### src/rtl/sk6812_rx_pkg.sv
// Shared register offsets, bit positions and FSM encoding for the SK6812 RGBW receiver.
package sk6812_rx_pkg;

  localparam logic [15:0] ADDR_DATA   = 16'h0000;
  localparam logic [15:0] ADDR_STATUS = 16'h0004;
  localparam logic [15:0] ADDR_CTRL   = 16'h0008;

  localparam int STAT_EMPTY      = 16;
  localparam int STAT_FULL       = 17;
  localparam int STAT_FRAME_DONE = 24;
  localparam int STAT_OVERFLOW   = 25;
  localparam int STAT_PARTIAL    = 26;

  localparam int CTRL_ENABLE = 0;
  localparam int CTRL_FLUSH  = 1;

  localparam logic [1:0] ST_WAIT_GAP = 2'd0;
  localparam logic [1:0] ST_IDLE     = 2'd1;
  localparam logic [1:0] ST_HIGH     = 2'd2;

  function automatic logic [15:0] sat_inc16(input logic [15:0] v);
    return (v == 16'hFFFF) ? v : v + 16'd1;
  endfunction

endpackage

### src/rtl/sk6812_rx_fifo.sv
// Synchronous FIFO with first-word-fall-through head, flush and fill level.
module sk6812_rx_fifo #(
  parameter int W  = 32,
  parameter int AW = 4
) (
  input  logic          clk,
  input  logic          reset,
  input  logic          push,
  input  logic          pop,
  input  logic          flush,
  input  logic [W-1:0]  din,
  output logic [W-1:0]  dout,
  output logic          full,
  output logic          empty,
  output logic [AW:0]   level
);

  localparam int DEPTH = 1 << AW;

  logic [W-1:0]  mem [DEPTH];
  logic [AW-1:0] wptr;
  logic [AW-1:0] rptr;
  logic          do_push;
  logic          do_pop;

  assign empty   = (level == '0);
  assign full    = (level == (AW+1)'(DEPTH));
  assign do_pop  = pop & ~empty;
  // A full FIFO still takes a push when the head leaves in the same cycle.
  assign do_push = push & (~full | do_pop);
  assign dout    = mem[rptr];

  always_ff @(posedge clk) begin
    if (reset || flush) begin
      wptr  <= '0;
      rptr  <= '0;
      level <= '0;
    end else begin
      if (do_push) wptr <= wptr + AW'(1);
      if (do_pop)  rptr <= rptr + AW'(1);
      case ({do_push, do_pop})
        2'b10:   level <= level + (AW+1)'(1);
        2'b01:   level <= level - (AW+1)'(1);
        default: level <= level;
      endcase
    end
  end

  always_ff @(posedge clk) begin
    if (do_push && !flush && !reset) mem[wptr] <= din;
  end

endmodule

### src/rtl/wb_sk6812_rx.sv
// Wishbone slave decoding an SK6812 RGBW NRZ stream into 32-bit GRBW words.
//
// state     | meaning
// WAIT_GAP  | waiting for a full reset-length low gap before trusting bit boundaries
// IDLE      | line low between bits; watches for the frame-end gap
// HIGH      | measuring the high time of the current pulse
module wb_sk6812_rx
  import sk6812_rx_pkg::*;
#(
  parameter int BIT_THRESH   = 23,
  parameter int MIN_HIGH     = 5,
  parameter int RESET_CYCLES = 4000,
  parameter int FIFO_AW      = 4
) (
  input  logic        clk,
  input  logic        reset,
  input  logic        wb_stb_i,
  input  logic        wb_cyc_i,
  output logic        wb_ack_o,
  input  logic        wb_we_i,
  input  logic [31:0] wb_adr_i,
  input  logic [3:0]  wb_sel_i,
  input  logic [31:0] wb_dat_i,
  output logic [31:0] wb_dat_o,
  input  logic        led_din
);

  localparam logic [15:0] GAP_LAST  = 16'(RESET_CYCLES - 1);
  localparam logic [15:0] HI_THRESH = 16'(BIT_THRESH);
  localparam logic [15:0] HI_MIN    = 16'(MIN_HIGH);

  logic        din_s0, din_s1, din_d;
  logic        rise, fall;
  logic [1:0]  state;
  logic [15:0] hcnt, lcnt;
  logic [4:0]  bitcnt;
  logic [31:0] shreg;
  logic        enable, frame_done, overflow, partial;
  logic        ack;
  logic        access, flush, pop, push, drop, gap_hit, set_partial, bit_val;
  logic [15:0] adr;
  logic [31:0] push_word, rdata, fifo_dout;
  logic        fifo_full, fifo_empty;
  logic [FIFO_AW:0] fifo_level;
  logic        unused_bits;

  assign unused_bits = ^{wb_sel_i, wb_adr_i[31:16], wb_dat_i[31:2]};

  always_ff @(posedge clk) begin
    if (reset) begin
      din_s0 <= 1'b0;
      din_s1 <= 1'b0;
      din_d  <= 1'b0;
    end else begin
      din_s0 <= led_din;
      din_s1 <= din_s0;
      din_d  <= din_s1;
    end
  end

  assign rise = din_s1 & ~din_d;
  assign fall = ~din_s1 & din_d;

  assign adr      = wb_adr_i[15:0];
  assign access   = wb_stb_i & wb_cyc_i & ~ack;
  assign wb_ack_o = wb_stb_i & wb_cyc_i & ack;
  assign flush    = access & wb_we_i & (adr == ADDR_CTRL) & wb_dat_i[CTRL_FLUSH];
  assign pop      = access & ~wb_we_i & (adr == ADDR_DATA);

  assign bit_val     = (hcnt >= HI_THRESH);
  assign push_word   = {shreg[30:0], bit_val};
  assign push        = enable & (state == ST_HIGH) & fall & (hcnt >= HI_MIN) & (bitcnt == 5'd31);
  assign drop        = push & fifo_full & ~pop;
  assign gap_hit     = ~din_s1 & (lcnt >= GAP_LAST);
  assign set_partial = enable & (state == ST_IDLE) & gap_hit & (bitcnt != 5'd0);

  sk6812_rx_fifo #(.W(32), .AW(FIFO_AW)) u_fifo (
    .clk   (clk),
    .reset (reset),
    .push  (push),
    .pop   (pop),
    .flush (flush),
    .din   (push_word),
    .dout  (fifo_dout),
    .full  (fifo_full),
    .empty (fifo_empty),
    .level (fifo_level)
  );

  always_comb begin
    rdata = '0;
    case (adr)
      ADDR_DATA:   if (!fifo_empty) rdata = fifo_dout;
      ADDR_STATUS: begin
        rdata[FIFO_AW:0]       = fifo_level;
        rdata[STAT_EMPTY]      = fifo_empty;
        rdata[STAT_FULL]       = fifo_full;
        rdata[STAT_FRAME_DONE] = frame_done;
        rdata[STAT_OVERFLOW]   = overflow;
        rdata[STAT_PARTIAL]    = partial;
      end
      ADDR_CTRL:   rdata[CTRL_ENABLE] = enable;
      default:     rdata = '0;
    endcase
  end

  always_ff @(posedge clk) begin
    if (reset) begin
      ack      <= 1'b0;
      wb_dat_o <= '0;
      enable   <= 1'b0;
    end else begin
      ack <= access;
      if (access && !wb_we_i) wb_dat_o <= rdata;
      if (access && wb_we_i && adr == ADDR_CTRL) enable <= wb_dat_i[CTRL_ENABLE];
    end
  end

  always_ff @(posedge clk) begin
    if (reset || flush) begin
      frame_done <= 1'b0;
      overflow   <= 1'b0;
      partial    <= 1'b0;
    end else begin
      if (push)        frame_done <= 1'b1;
      if (drop)        overflow   <= 1'b1;
      if (set_partial) partial    <= 1'b1;
    end
  end

  always_ff @(posedge clk) begin
    if (reset) begin
      state  <= ST_WAIT_GAP;
      hcnt   <= '0;
      lcnt   <= '0;
      bitcnt <= '0;
      shreg  <= '0;
    end else if (!enable || flush) begin
      state  <= ST_WAIT_GAP;
      lcnt   <= '0;
      bitcnt <= '0;
    end else begin
      case (state)
        ST_WAIT_GAP: begin
          if (din_s1) begin
            lcnt <= '0;
          end else begin
            lcnt <= sat_inc16(lcnt);
            if (lcnt >= GAP_LAST) state <= ST_IDLE;
          end
        end
        ST_IDLE: begin
          if (rise) begin
            hcnt  <= '0;
            state <= ST_HIGH;
          end else begin
            lcnt <= sat_inc16(lcnt);
            if (gap_hit && bitcnt != 5'd0) bitcnt <= '0;
          end
        end
        ST_HIGH: begin
          if (fall) begin
            state <= ST_IDLE;
            // Short pulses are glitches: leave the partial word untouched.
            if (hcnt >= HI_MIN) begin
              shreg  <= push_word;
              bitcnt <= bitcnt + 5'd1;
              lcnt   <= '0;
            end
          end else if (hcnt == 16'hFFFF) begin
            state  <= ST_WAIT_GAP;
            lcnt   <= '0;
            bitcnt <= '0;
          end else begin
            hcnt <= hcnt + 16'd1;
          end
        end
        default: state <= ST_WAIT_GAP;
      endcase
    end
  end

endmodule
### config.mk
export PLATFORM = sky130hd
export DESIGN_NAME = wb_sk6812_rx
export DESIGN_NICKNAME = d
export VERILOG_FILES = /design/src/rtl/sk6812_rx_pkg.sv /design/src/rtl/sk6812_rx_fifo.sv /design/src/rtl/wb_sk6812_rx.sv
export SDC_FILE = /design/constraint.sdc
export NUM_CORES = 1
export LEC_CHECK = 0
export BUFFER_PORTS_ARGS = -buffer_cell sky130_fd_sc_hd__buf_2
export CAP_MARGIN = 20
export CORE_MARGIN = 5
export CORE_UTILIZATION = 35
export CTS_CLUSTER_DIAMETER = 100
export CTS_CLUSTER_SIZE = 20
export DETAILED_ROUTE_END_ITERATION = 12
export GPL_ROUTABILITY_DRIVEN = 0
export MAX_ROUTING_LAYER = met4
export PLACE_DENSITY = 0.51
export RECOVER_POWER = 50
export SLEW_MARGIN = 5
export SYNTH_ARGS = -nofsm -noshare
export SYNTH_HDL_FRONTEND = slang
export SYNTH_SLANG_ARGS = --single-unit
### constraint.sdc
create_clock -name clk -period 5.65 [get_ports clk]
set_input_delay 1.13 -clock clk [delete_from_list [all_inputs] [get_ports clk]]
set_output_delay 1.13 -clock clk [all_outputs]
set_load 0.05 [all_outputs]
==> impl_results.md <==
- Vias in the first global route: 13158
- WL final: 57070 um
- Post-Syn Nets: 1558
- DRC Markers: 0
- Non-filler cells, final: 2496
- DR WL met2: 28150 um
- Post-Place Cells: 2427
- Primary FF master, synth: edfxtp_1
- Worst vdd ir: 0.0001599 V
- Max-Cap Viols: 1
- Final HPWL DP: 31400 um
- PwrDens: 284.2 nW/um^2
- Worst-path maximum fanout: 10
- Fin util: 38.88%
- Die H: 277.7 um
- Synthesized area: 25070 sq um
- Antenna diode count: 0
- EDFF count, synth: 512
- Most common cell after layout, fill and taps aside: edfxtp_1
- # port buffers: 56
- Synth area leader: edfxtp_1
- Sequential area share after synthesis: 71.46%
- Num Clock Sinks: 639
- Status: complete, but fails checks
- CTS tree: done
- Routed wl met3: 2116 um
- Total core area: 71240 sq um
- #FFs+latches synth: 639
- Initial antenna violation count: 0
- Crit path max-delay family: compound AO/OA/AOI/OAI gates
- Grt total ovfl: 0
- Place WS: 0.6948 ns
- Post-DP Area: 26650 sq um
- Ys async rst share: 0%
- Avg Inst Size Synth: 17.11 sq um
- Clk slew on worst S/H paths: 0.08 ns
- Ys Warns: 0
- Share of cells above drive strength 1: 18.37%
- Post-synthesis to final-layout area growth: 10.48%
- Critical Path Slowest Stage Cell: o311ai_0
- CTS max path bufs: 3
- First-pass GRT wire length: 86210 um
- Number of fill cells: 6504
- CP required: 6.08 ns
- Failing checks: max-capacitance violations, max-slew violations
- DIE WIDTH: 277.7 um
- CP Cell Sequence: buf_2, nor4_1, nand4_1, o311ai_0, and3_1, inv_1, ha_1, xor2_1, ha_1, a21oi_1, a32oi_1, a21oi_1, xnor2_1, nor2_1
- Critical path endpoint category: flop
- Min Tclk post-route: 4.338 ns
- Site Rows: 98
- Hold slack: 0.4433 ns
- Most frequent cells in the layout: 512 x edfxtp_1, 138 x mux4_2, 123 x dfxtp_1, 99 x nand2_1, 74 x a21oi_1
- Avg WL per Cell: 22.86 um
- Fmax: 230.5 MHz
- Largest net degree at the start of global routing: 59
- Share of the synthesized area in the top cell type: 61.32%
- Unrepaired setup endpoints after global routing: no
- CP arrival: 4.77 ns
- Slowest stage delay, CP: 0.80 ns
- Root Driver: clkbuf_16
- Synth area leaders: edfxtp_1 61%, mux4_2 12%, dfxtp_1 10%, nand2_1 1.5%, a21oi_1 1.5%
- Total track usage: 14.98%
- Hold Path Class: flop to flop
- Initial drt markers: 1269
- Cts bufs inserted: 38
- Nets: 1610
- H-tree Lvls: 2
- DRT met1 WL: 25900 um
- Critical path class: input port to flop
- Final period utilization: 76.78%
- Max Slew Vio Count: 46
- Buffers and inverters on the worst path: 2
- Post-CTS Setup Bufs: 0
- Setup-failing EPs final: 0
- Post_cts resized: 0
- Top sig layer: met4
- # hold bufs at CTS: 0
- Synth unique cells: 62
- Post-Layout Inst Area: 27700 sq um
- Die Area: 77090 sq um
- Total power: 7.873 mW
- CP Launch Type: input port
- Fin. Hold Viols: 0
- Latest clock arrival within the worst-skew pair: 0.59 ns
- Synth Instances: 1465
- Static Leak: 9.753 nW
- Final setup margin: 1.312 ns
- Via count: 13057
- Vias per inst: 5.231
- DRT Pass-1 Iters: 5
- Starting density of the core: 35.19%
- IO Count: 107
- Slew headroom: -96.52%
- Clock skew: 0.02382 ns
- Setup TNS: 0 ns
- Worst Tran Pin Value: 2.948 ns
- Post-route ant nets: 0
-- routing by layer --
| layer | up-vias | track usage (%) |
|---|---|---|
| li1 | 5897 | - |
| met1 | 6882 | 20.62 |
| met2 | 218 | 24.46 |
| met3 | 60 | 1.809 |
| met4 | 0 | 2.967 |
| met5 | - | - |
-- layout make-up --
cell class	instances	area, sq um	share of cell area [%]
Inverter	20	75.07	0.2710
Tap cell	950	1189	4.291
Timing Repair Buffer	94	536.8	1.938
Clock inverter	8	66.31	0.2394
Multi-Input combinational cell	724	6868	24.79
Clock buffer	61	1037	3.744
Sequential cell	639	17930	64.72
-- Yosys cell counts, types with 4 or more instances --
master / number
ha_1: 19
a41oi_1: 4
a31oi_1: 5
nor4b_1: 4
nand3_1: 23
nand2_1: 99
nor2b_1: 29
o31ai_1: 4
nor4_1: 13
nand2b_1: 6
and3_1: 10
mux2i_1: 26
inv_1: 20
buf_2: 11
a32o_1: 4
o21ai_0: 24
or3_1: 11
nand4_1: 17
buf_1: 12
clkbuf_1: 54
a22oi_1: 9
a211oi_1: 26
a31o_2: 4
nor2_1: 70
dfxtp_1: 127
or4_1: 5
nor3_1: 15
edfxtp_1: 512
xnor2_1: 8
mux4_2: 138
a22o_1: 22
xor2_1: 16
a21oi_1: 74
-- state kept, by name (all words and copies together), names as in the netlist, 2 cells and up, named ones only --
register	count
shreg	31
u_fifo.level	5
lcnt	16
u_fifo.mem	512
hcnt	16
bitcnt	5
wb_dat_o	32
u_fifo.wptr	4
state	2
u_fifo.rptr	4
-- cell families (layout without fill, tap and decap cells) --
group,after synthesis,in the layout,synth area share (%)
DFF,639,639,71.46
and+or+nand+nor,324,324,6.597
AOI/OAI and AO/OA,193,193,5.020
muxes,164,164,13.43
buffers and inverters,102,183,1.702
xor gates and xnor gates,24,24,0.8384
adders and majority gates,19,19,0.9482
-- report_power, final --
| group | internal, mW | switching, mW |
|---|---|---|
| logic | 0.0119 | 0.0325 |
| clock network | 1.29 | 1.54 |
| registers | 5.00 | 0.00112 |
-- worst reg2reg max path, delay by kind of cell (launching register included) --
| kind | cells | cell delay (ns) |
|---|---|---|
| adder cells (fa/ha/maj) | 3 | 0.82 |
| AO/OA/AOI/OAI | 4 | 1.50 |
| flip-flops | 1 | 0.35 |
| XOR/XNOR | 2 | 0.32 |
| buffers and inverters | 2 | 0.20 |
| AND/OR/NAND/NOR | 3 | 0.75 |
-- path summary, 6_finish.rpt --
path / from / end / slack (ns) / cells after the start
setup / recovery: wb_adr_i[4] / u_fifo.level[4]$_SDFFE_PP0P_ / 1.31 / 14
hold / removal: din_s0$_SDFF_PP0_ / din_s1$_SDFF_PP0_ / 0.44 / 1
setup reg to reg: state[0]$_SDFFE_PP0P_ / u_fifo.level[4]$_SDFFE_PP0P_ / 1.56 / 14
hold reg to reg: din_s0$_SDFF_PP0_ / din_s1$_SDFF_PP0_ / 0.44 / 1
(Power assumes the default switching activity.)
